## src/rtl/sub_serial.sv

```systemverilog
// Bit-serial 8-bit unsigned subtractor: computes a - b one bit per cycle, LSB first,
// and holds the difference and the final borrow until the next accepted start.
module sub_serial (
  input  logic       clk,
  input  logic       rst,
  input  logic       en,
  input  logic [7:0] a,
  input  logic [7:0] b,
  output logic [7:0] out,
  output logic       borrow,
  output logic       done
);

  typedef enum logic [1:0] {
    IDLE   = 2'd0,
    SUB    = 2'd1,
    DONE   = 2'd2,
    UNUSED = 2'd3
  } state_t;

  state_t     state;
  state_t     state_next;
  logic [7:0] a_reg;
  logic [7:0] b_reg;
  logic [2:0] count;
  logic       diff_bit;
  logic       borrow_next;

  // One full-subtractor cell working on the current LSBs.
  assign diff_bit    = a_reg[0] ^ b_reg[0] ^ borrow;
  assign borrow_next = (~a_reg[0] & b_reg[0]) | (~a_reg[0] & borrow) | (b_reg[0] & borrow);

  assign done = (state == DONE);

  always_comb begin
    // NOTE: default assigned first so every path drives state_next and no latch is inferred.
    state_next = state;
    case (state)
      IDLE:    if (en) state_next = SUB;
      SUB:     if (count == 3'd7) state_next = DONE;
      DONE:    if (!en) state_next = IDLE;
      UNUSED:  state_next = IDLE;
    endcase
  end

  // NOTE: sequential state uses non-blocking assignments so all registers update together.
  always_ff @(posedge clk or posedge rst) begin
    if (rst) state <= IDLE;
    else     state <= state_next;
  end

  always_ff @(posedge clk or posedge rst) begin
    if (rst) begin
      a_reg  <= 8'd0;
      b_reg  <= 8'd0;
      count  <= 3'd0;
      out    <= 8'd0;
      borrow <= 1'b0;
    end else begin
      case (state)
        IDLE: begin
          if (en) begin
            a_reg  <= a;
            b_reg  <= b;
            count  <= 3'd0;
            out    <= 8'd0;
            borrow <= 1'b0;
          end
        end
        SUB: begin
          // Difference enters at the MSB so after 8 shifts bit 0 sits at out[0].
          out    <= {diff_bit, out[7:1]};
          borrow <= borrow_next;
          a_reg  <= {1'b0, a_reg[7:1]};
          b_reg  <= {1'b0, b_reg[7:1]};
          count  <= count + 3'd1;
        end
        default: ;
      endcase
    end
  end

endmodule

```

## config.mk

```make
export PLATFORM = sky130hd
export DESIGN_NAME = sub_serial
export DESIGN_NICKNAME = d
export VERILOG_FILES = /design/src/rtl/sub_serial.sv
export SDC_FILE = /design/constraint.sdc
export NUM_CORES = 1
export LEC_CHECK = 0
export CAP_MARGIN = 0
export CELL_PAD_IN_SITES_DETAIL_PLACEMENT = 1
export CELL_PAD_IN_SITES_GLOBAL_PLACEMENT = 1
export CORE_AREA = 4 4 71 73
export DETAILED_ROUTE_END_ITERATION = 16
export DIE_AREA = 0 0 75 77
export PLACE_DENSITY_LB_ADDON = 0.1
export SYNTH_ARGS = -nofsm -noshare
export SYNTH_HDL_FRONTEND = slang
export SYNTH_SLANG_ARGS = --single-unit
export TNS_END_PERCENT = 10
```

## constraint.sdc

```tcl
create_clock -name clk -period 3.06 [get_ports clk]
set_clock_uncertainty 0.05 [all_clocks]
set_input_delay 0.765 -clock clk [delete_from_list [all_inputs] [get_ports clk]]
set_output_delay 0.765 -clock clk [all_outputs]
set_load 0.05 [all_outputs]
```

# After elaboration in Yosys (flattened, before gate mapping)
# Index checks and enable logic that the tools add are counted.
[word_totals]
register_bits = 30
inputBits = 19
word_cells = 40
[classes]
add_sub_neg = 1
n_eq_ne = 7
mux = 14
bitwise_logic = 8
n_reduce_logical = 4
[op_table]
columns = ["op", "count"]
rows = [
  ["$pmux 8 s2", 3],
  ["$mux 8", 3],
  ["$pmux 2 s4", 1],
  ["$mux 2", 3],
  ["$ne 2x2->1 const B", 3],
  ["$pmux 3 s2", 1],
  ["$eq 2x2->1 const B", 2],
  ["$add 3x1->3 const B", 1],
  ["$and 1x1->1", 3],
  ["$eq 3x3->1 const B", 1],
  ["$mux 3", 1],
  ["$reduce_and 3->1", 1],
  ["$eq 2x1->1 const B", 1],
  ["$logic_not 2->1", 1],
  ["$or 1x1->1", 2],
  ["$pmux 1 s2", 1],
  ["$reduce_and 2->1", 1],
  ["$reduce_bool 2->1", 1],
  ["$xor 1x1->1", 2],
  ["$mux 1", 1],
  ["$not 1->1", 1],
]

# Logic depth before layout (Yosys ltp)
[depth]
ltp_word = 5
depth_mapped = 4

# Worst setup path before layout
# Ideal clock, no wire load.
[synth_timing]
path_type = "flip-flop to output port"
startpoint = "register state[1]"
endpoint = "output done"
t_arrival_ns = 1.436
required_ns = 2.245
path_slack_ns = 0.809
path_stages_with_launch = 4
path_cell_list = "dfrtp_1 -> buf_4 -> clkbuf_1 -> nor2b_1"
[synth_via]
elab_chain_len = 1
[synth_rtl]
columns = ["item", "line_no", "source"]
rows = [
  ["start, declared", "21", "state_t state;"],
  ["start signal, assigned", "49", "else state <= state_next;"],
  ["$eq 2x2->1", "33", "assign done = (state == DONE);"],
  ["end, declared", "11", "output logic done"],
]
# Every way passes these cells.

# Final worst setup path
[layout_timing]
startpoint = "register borrow"
endpoint = "output borrow"
[layout_lines]
columns = ["item", "line_no", "source"]
rows = [
  ["start, declared", "10", "output logic borrow,"],
  ["start signal, assigned", "73", "borrow <= borrow_next;"],
]
# No word-level cell between the ends.

==> run_results.csv <==
group,metric,value,unit
outcome,status,"finished clean",
yosys,yosysSeqAreaShare,0.5034,
setup_path,rrSetupSlack,1.05,ns
yosys,synth-seq-cells,30,
sta,tightest_slew,0.8124,ns
yosys,yosys.cell_count.top_type,"dfrtp_1",
run,cap_violations,0,
yosys,synth_area_per_cell,12.03,µm²
global_route,grt_pass1_wl,5678,µm
sta,period_needed,2.315,ns
setup_path,critical_path.max_fanout,3,
hold_path,hold_path_end,"a_reg[7]",
finish,post-route-util,0.4351,
yosys,synth-edff-count,0,
clocking,clkTransAtPathRegs,0.06,ns
setup_path,slowest_stage,"clkdlybuf4s50_1",
setup_path,worstPathArrival,1.50,ns
floorplan,rows,24,
finish,final_cell_area,0.001894,mm²
sta,setup_violations,0,
routing,drc,0,
yosys,synth_ff_type,"dfrtp_1",
setup_path,regToRegStartpoint,"state[0]",
global_route,grt_usage,0.1263,
finish,antenna_cells,0,
placement,dpl_cell_area,0.001803,mm²
setup_path,r2r_cells,3,
setup_path,crit_type,"flop to primary output",
routing,postRouteAntennaNets,0,
pwr,p_per_area,1027,mW/mm²
routing,wirelength,3288,µm
clocking,cts_buffers,5,
sta,max_freq,432.1,MHz
sta,maxSlewViolCount,0,
placement,dp_cells,197,
floorplan,die_area,0.005775,mm²
setup_path,critical_path_required,2.24,ns
yosys,synth-xor-area-share,0,
hold_path,hold_class,"flop to flop",
setup_path,reg2reg_to,"count[0]",
sta,whs,0.4586,ns
yosys,synthesis.nets,146,
finish,layout.nets,174,
placement,placement.io_buffers,28,
yosys,yosys.area.top_type,"dfrtp_1",
clocking,clkSinkCount,30,
clocking,ctsHoldBuffers,0,
routing,first_pass_iters,4,
floorplan,fp.dieH,77,µm
global_route,grt_max_degree,35,
clocking,ctsLongestPathBuffers,2,
setup_path,crit_chain,"clkdlybuf4s50_1",
yosys,synthAdderAreaFrac,0.03020,
hold_path,hold_start,"a_reg[7]",
yosys,muxShareOfSynthArea,0.007550,
routing,wl_per_cell,16.04,µm
clocking,cts_tree,"done",
global_route,antenna_found_initial,0,
finish,nFillCells,468,
placement,dp_hpwl,2173,µm
finish,drive_gt1_frac,0.1569,
sta,hold_violations,0,
finish,area_growth,27.01,%
pwr,ir_worst_vdd,357.5,µV
setup_path,crit_buf_inv,1,
pwr,cellLeakagePower,0.7987,nW
clocking,htree_levels,2,
clocking,postCtsSetupBuffers,0,
placement,globalplace.congestion,0.7337,
yosys,syn_inst,124,
yosys,yosys-top-cells-count,"dfrtp_1, inv_1, nor3b_1",
global_route,overflow,0,
routing,drt_iter0_markers,36,
yosys,synth_compound_area_frac,0.2022,
floorplan,ios,29,
clocking,cts_root_buffer,"clkbuf_8",
yosys,synthArstFlopShare,1.000,
yosys,synth_area,0.001491,mm²
yosys,synth_warnings,0,
floorplan,initial_core_util,0.3425,
setup_path,worst_setup_path_end_kind,"primary output",
sta,slew-limit-headroom,0.4570,
finish,final_cells,205,
setup_path,cpPeakStageDelay,0.82,ns
hold_path,whs_path_depth,1,
sta,rsz0062_at_grt,"false",
yosys,yosysTopAreaCellShare,0.5034,
yosys,synth_top_family_by_area,"compound AO/OA/AOI/OAI gates",
floorplan,dieWidth,75,µm
yosys,synthDistinctLibCells,19,
floorplan,core,0.004354,mm²
yosys,synth-simple-area-share,0.1753,
clocking,clk_latency,0.27,ns
setup_path,crit_family,"buffers and inverters",
clocking,ctsResizeCount,0,
routing,vias,1092,
setup_path,cp-start-kind,"flop",
sta,tns,0,ns
sta,fin_crit_sh,0.7564,
yosys,synth_area_leaders,"dfrtp_1, a22o_1, nor4b_1",
global_route,grt_pass1_vias,1224,
routing,viasPerCell,5.327,
## how the worst max path moves through the flow
| stage | startpoint | endpoint | slack (ns) | cells after the start |
|---|---|---|---|---|
| 2_1_floorplan | state[1] | done | 0.81 | 3 |
| 3_3_place_gp | en | count[0] | 0.79 | 3 |
| 3_5_place_dp | en | count[0] | 0.75 | 3 |
| 4_1_cts | borrow | borrow | 0.72 | 1 |
| 5_1_grt | borrow | borrow | 0.69 | 1 |
| 6_report | borrow | borrow | 0.75 | 1 |
## area by class of cell
class / instances / area (µm²) / area share
flip-flops and latches: 30 / 750.7 / 0.3963
multi-input cells: 67 / 619.3 / 0.3269
repair buffers: 32 / 307.8 / 0.1625
clock buffers: 7 / 86.33 / 0.04557
well taps: 52 / 65.06 / 0.03435
inverters: 16 / 60.06 / 0.03170
clock inverters: 1 / 5.005 / 0.002642
## logic make-up (layout without fill, tap and decap cells)
| family | Yosys count | after routing |
|---|---|---|
| fa+ha+maj | 3 | 3 |
| flops | 30 | 30 |
| compound gates | 30 | 30 |
| buf+inv | 27 | 56 |
| mux | 1 | 1 |
| simple gates | 33 | 33 |
## power breakdown
group          internal [W]  leakage [nW]  switching (W)
clock              0.000181        0.0482       0.000142
combinational      0.000397         0.384       0.000512
sequential         0.000576         0.366       0.000138
## placed cells by master (no fill, tap or decap)
cell	Yosys	routed
a211oi_1	5	5
a211oi_2	9	9
a22o_1	14	14
and2b_1	1	1
buf_4	1	5
clkbuf_1	2	1
clkbuf_8	0	6
clkdlybuf4s50_1	0	27
clkinv_2	0	1
dfrtp_1	30	30
fa_1	1	1
ha_1	2	2
inv_1	16	16
mux2_2	1	1
nor2b_1	3	3
nor3b_1	15	15
nor4b_1	14	14
o21ba_2	1	1
o21bai_4	1	1
## metrics by stage
step / total power, W / setup WS (ns)
finish: 0.001945 / 0.7455
global route: 0.002090 / 0.6872
CTS: 0.001982 / 0.7214
detailed placement: 0.001646 / 0.7497
global placement: 0.001597 / 0.7859
floorplan: 0.001399 / 0.8089
## per-layer routing
metal | up-vias | wire, µm | GRT usage
met5 | - | 0 | 0
met4 | 0 | 14 | 0.03915
met3 | 2 | 154 | 0.04052
met2 | 20 | 1687 | 0.2099
met1 | 559 | 1431 | 0.1517
li1 | 511 | - | -
Note: power is estimated with default switching activity, not from simulation.
